--- config.mk ---
export PLATFORM = sky130hd
export DESIGN_NAME = dem_phut_gio
export DESIGN_NICKNAME = d
export VERILOG_FILES = /design/src/rtl/dem_phut_gio.sv
export SDC_FILE = /design/constraint.sdc
export NUM_CORES = 1
export LEC_CHECK = 0
export CAP_MARGIN = 10
export CORE_MARGIN = 2
export CORE_UTILIZATION = 35
export CTS_CLUSTER_SIZE = 20
export DETAILED_ROUTE_END_ITERATION = 8
export SLEW_MARGIN = 10
export SYNTH_ARGS = -nofsm -noshare
export SYNTH_HDL_FRONTEND = slang
export SYNTH_SLANG_ARGS = --single-unit
--- constraint.sdc ---
create_clock -name clk_1Hz -period 4.4 [get_ports clk_1Hz]
set_input_delay 0.44 -clock clk_1Hz [delete_from_list [all_inputs] [get_ports clk_1Hz]]
set_output_delay 0.44 -clock clk_1Hz [all_outputs]
set_load 0.02 [all_outputs]
--- src/rtl/dem_phut_gio.sv ---
// dem_phut_gio: packed-BCD minute/hour counter with minute/hour edit modes and a day-rollover pulse.
// Build option: define HOUR12_EN for 12-hour counting with a PM flag (default is 24-hour).
`default_nettype none

module dem_phut_gio (
   input  logic       clk_1Hz,
   input  logic       rst_n,
   input  logic       btn_up,
   input  logic       btn_down,
   input  logic [2:0] mode,
   input  logic [7:0] giay,
   output logic [7:0] phut,
   output logic [7:0] gio,
   output logic       pm,
   output logic       carry_ngay
);

   localparam logic [2:0] c_MODE_SEC  = 3'b111;
   localparam logic [2:0] c_MODE_MIN  = 3'b101;
   localparam logic [2:0] c_MODE_HOUR = 3'b011;
`ifdef HOUR12_EN
   localparam logic [7:0] c_GIO_RST   = 8'h12;
`else
   localparam logic [7:0] c_GIO_RST   = 8'h00;
`endif

   logic [7:0] r_phut, r_gio;
   logic       r_carry;
   logic [7:0] w_phut_nxt, w_gio_nxt;
   logic       w_carry_nxt;

   function automatic logic [7:0] bcd_inc(input logic [7:0] v);
      return (v[3:0] == 4'd9) ? {v[7:4] + 4'd1, 4'd0} : {v[7:4], v[3:0] + 4'd1};
   endfunction

   function automatic logic [7:0] bcd_dec(input logic [7:0] v);
      return (v[3:0] == 4'd0) ? {v[7:4] - 4'd1, 4'd9} : {v[7:4], v[3:0] - 4'd1};
   endfunction

   // Hour step with range wrap; shared by run carry and hour edit.
   function automatic logic [7:0] gio_up(input logic [7:0] v);
`ifdef HOUR12_EN
      return (v == 8'h12) ? 8'h01 : bcd_inc(v);
`else
      return (v == 8'h23) ? 8'h00 : bcd_inc(v);
`endif
   endfunction

   function automatic logic [7:0] gio_dn(input logic [7:0] v);
`ifdef HOUR12_EN
      return (v == 8'h01) ? 8'h12 : bcd_dec(v);
`else
      return (v == 8'h00) ? 8'h23 : bcd_dec(v);
`endif
   endfunction

`ifdef HOUR12_EN
   logic r_pm;
   logic w_pm_nxt;
`endif

   always_comb begin
      w_phut_nxt  = r_phut;
      w_gio_nxt   = r_gio;
      w_carry_nxt = 1'b0;
`ifdef HOUR12_EN
      w_pm_nxt    = r_pm;
`endif
      case (mode)
         c_MODE_SEC: begin
            // seconds frozen upstream: hold everything
         end
         c_MODE_MIN: begin
            if (!btn_up)
               w_phut_nxt = (r_phut == 8'h59) ? 8'h00 : bcd_inc(r_phut);
            else if (!btn_down)
               w_phut_nxt = (r_phut == 8'h00) ? 8'h59 : bcd_dec(r_phut);
         end
         c_MODE_HOUR: begin
            if (!btn_up)
               w_gio_nxt = gio_up(r_gio);
            else if (!btn_down)
               w_gio_nxt = gio_dn(r_gio);
         end
         default: begin
            if (giay == 8'h59) begin
               if (r_phut == 8'h59) begin
                  w_phut_nxt = 8'h00;
                  w_gio_nxt  = gio_up(r_gio);
`ifdef HOUR12_EN
                  if (r_gio == 8'h11) begin
                     w_pm_nxt    = ~r_pm;
                     w_carry_nxt = r_pm;
                  end
`else
                  w_carry_nxt = (r_gio == 8'h23);
`endif
               end else begin
                  w_phut_nxt = bcd_inc(r_phut);
               end
            end
         end
      endcase
   end

   always_ff @(posedge clk_1Hz) begin
      if (!rst_n) begin
         r_phut  <= 8'h00;
         r_gio   <= c_GIO_RST;
         r_carry <= 1'b0;
      end else begin
         r_phut  <= w_phut_nxt;
         r_gio   <= w_gio_nxt;
         r_carry <= w_carry_nxt;
      end
   end

`ifdef HOUR12_EN
   always_ff @(posedge clk_1Hz) begin
      if (!rst_n)
         r_pm <= 1'b0;
      else
         r_pm <= w_pm_nxt;
   end
   assign pm = r_pm;
`else
   assign pm = 1'b0;
`endif

   assign phut       = r_phut;
   assign gio        = r_gio;
   assign carry_ngay = r_carry;

endmodule

`default_nettype wire

==> reports/qor.txt <==
fin crit share -> 51.73%
Finished Core Util -> 44.71%
Clock Tree Root -> clkbuf_8
DRT Pass-1 Iters -> 4
HP Class -> reg2reg
Setup violations, final -> 0
gp weighted congestion -> 0.7877
Layout area overhead -> 23.49%
worst skew pair latency -> 0.26 ns
DP Area -> 0.001901 sq mm
final antenna-violating net count -> 0
boundary pin count -> 33
drt drc -> 0
GR Overflow Total -> 0
status -> finished, final reports clean
Max FO, Critical Path -> 15
vias in the first global route -> 1,381
Max Slew Vio Count -> 0
ANT cells -> 0
Synth Area in Adders -> 8.730%
ys async rst share -> 0%
post-route cell area -> 0.001947 sq mm
setup TNS -> 0 ns
Final Hold Fails -> 0
syn avg cell area -> 8.043 sq um
routed via count -> 1,537
critical path type -> in2reg
RSZ-0062 raised after global routing -> no
Max Root-Sink Buffers -> 2
average routed wire per standard cell -> 14.33 um
# H-tree levels -> 1
Die Ht -> 71.12 um
register area -> 340.3 sq um
largest net degree at the start of global routing -> 16
LEAKAGE -> 0.7313 nW
#FFs+latches synth -> 17
Multi-input gate area -> 0.001147 sq mm
Crit path arrival time -> 2.47 ns
mux share of post-synthesis cell area -> 2.540%
nets@finish -> 249
Period minus WS final -> 2.276 ns
XOR/XNOR Fraction of Synth Area -> 3.889%
post_cts resized -> 0
Cells after DPL -> 270
hold depth -> 2
max cap viols -> 0
Cell Area, Synth -> 0.001577 sq mm
core box area -> 0.004354 sq mm
Worst R2R Path Depth -> 6
Cell Rows -> 24
DPL Wire Length -> 2837 um
top_reg_cell synth -> dfxtp_1
Num CTS Buffers -> 3
Starting Density -> 36.21%
GRT Util Overall -> 16.12%
sequential share of the synthesized area -> 21.59%
distinct cell type count of the synthesized netlist -> 60
die width -> 71.12 um
crit start category -> input pin
Detailed Route WL -> 3927 um
largest family of logic cells by synthesized area -> simple AND/OR/NAND/NOR gates
wire length of the first global-routing pass -> 6630 um
flop2flop setup slack -> 2.33 ns
clk slew on worst S/H paths -> 0.08 ns
worst clock skew -> 0.009292 ns
TritonCTS Sinks -> 17
PortBufs -> 31
fillers -> 417
simple-gate share of the synthesized area -> 30.32%
Peak supply drop -> 0.1381 mV
CTS tree -> built
routed vias/inst -> 5.609
Power, Total -> 0.3678 mW
Post-synth EDFFs -> 0
cell count after synthesis -> 196
layout cells sized above 1 -> 9.459%
Post-CTS Repair Setup Buffers -> 0
Ys Warns -> 0
Final Non-Filler Cells -> 274
compound-gate portion of the synthesized area -> 27.06%
die area -> 0.005057 sq mm
Worst Setup End Kind -> flip-flop
syn nets -> 222
power density cells -> 188.9 mW/mm^2
CTS Hold Bufs -> 0
initial antenna violation count -> 0
Initial DRC Count -> 75
Req. time, crit path -> 4.60 ns
fmax -> 0.4394 GHz
[cell usage in the layout (no fill, tap or decap), types with 4 or more instances in the layout]
| cell type | count |
|---|---|
| a21oi_1 | 13 |
| a31oi_1 | 4 |
| clkdlybuf4s50_1 | 31 |
| dfxtp_1 | 17 |
| ha_1 | 11 |
| inv_1 | 10 |
| mux2i_1 | 4 |
| nand2_1 | 20 |
| nand3_1 | 9 |
| nor2_1 | 14 |
| nor3_1 | 5 |
| o21ai_0 | 14 |
| xor2_1 | 5 |
[routing by layer]
metal / wire (um) / vias to the layer above / share of wire (%) / track usage (%)
met2: 1794 / 34 / 46 / 26.48
met5: 0 / - / 0 / 0
met4: 69 / 0 / 1.8 / 3.983
li1: - / 789 / - / -
met3: 129 / 10 / 3.3 / 3.704
met1: 1934 / 704 / 49 / 21.45
[worst paths after layout]
| path | startpoint | end |
|---|---|---|
| worst max-delay path | mode[2] | gio[6] |
| worst min-delay path | gio[4] | gio[4] |
| worst max register to register | phut[0] | phut[4] |
| worst min register to register | gio[4] | gio[4] |
[critical path: stages]
cell,delay (ns)
clkdlybuf4s50_1,0.53
nand4b_2,0.53
or3_4,0.49
o32a_1,0.33
a21oi_1,0.15
[state kept, by name (all words and copies together), names as in the netlist]
| signal | count |
|---|---|
| gio | 8 |
| carry_ngay | 1 |
| phut | 8 |
[through the flow]
step / setup slack (ns) / hold WS [ns]
final: 2.124 / 0.5909
after global routing: 1.971 / 0.6554
after CTS: 2.135 / 0.5951
after detailed placement: 1.862 / 0.5792
after global placement: 1.906 / 0.5607
after floorplan: 2.535 / 0.5734
[where the power goes]
| group | switching [mW] | leakage, nW | internal [mW] | total, mW |
|---|---|---|---|---|
| clock | 0.0626 | 0.0255 | 0.0631 | 0.126 |
| sequential | 0.00839 | 0.138 | 0.157 | 0.166 |
| combinational | 0.0393 | 0.568 | 0.0372 | 0.0765 |
[cell type report]
class,count,share of cell area [%]
Timing Repair Buffer,31,15.94
Multi-Input combinational cell,160,58.93
Clock inverter,1,0.2571
Clock buffer,3,2.121
Sequential cell,17,17.48
Tap cell,52,3.342
Inverter,10,1.928
[cell usage after synthesis (all sizes together), types with 3 or more instances]
master	count	area share, %
o21ai	18	6.2
mux2i	4	2.5
nor3	5	1.6
nand3	9	2.9
or3b	3	1.7
a31oi	4	1.6
nand2	20	4.8
o32a	3	1.9
nand4b	3	2.5
xor2	5	2.8
nor2	14	3.3
buf	5	2.3
ha	11	8.7
clkbuf	4	0.95
inv	10	2.4
a21oi	13	4.1
dfxtp	17	22
a311oi	3	1.7
[cells by family (layout without fill, tap and decap cells)]
family | Yosys count | in the layout
buffers and inverters | 19 | 45
AO/OA/AOI/OAI | 60 | 60
flip-flops | 17 | 17
XOR/XNOR | 7 | 7
adder cells (fa/ha/maj) | 11 | 11
multiplexers | 4 | 4
AND/OR/NAND/NOR | 77 | 77
other | 1 | 1
(Power assumes the default switching activity.)
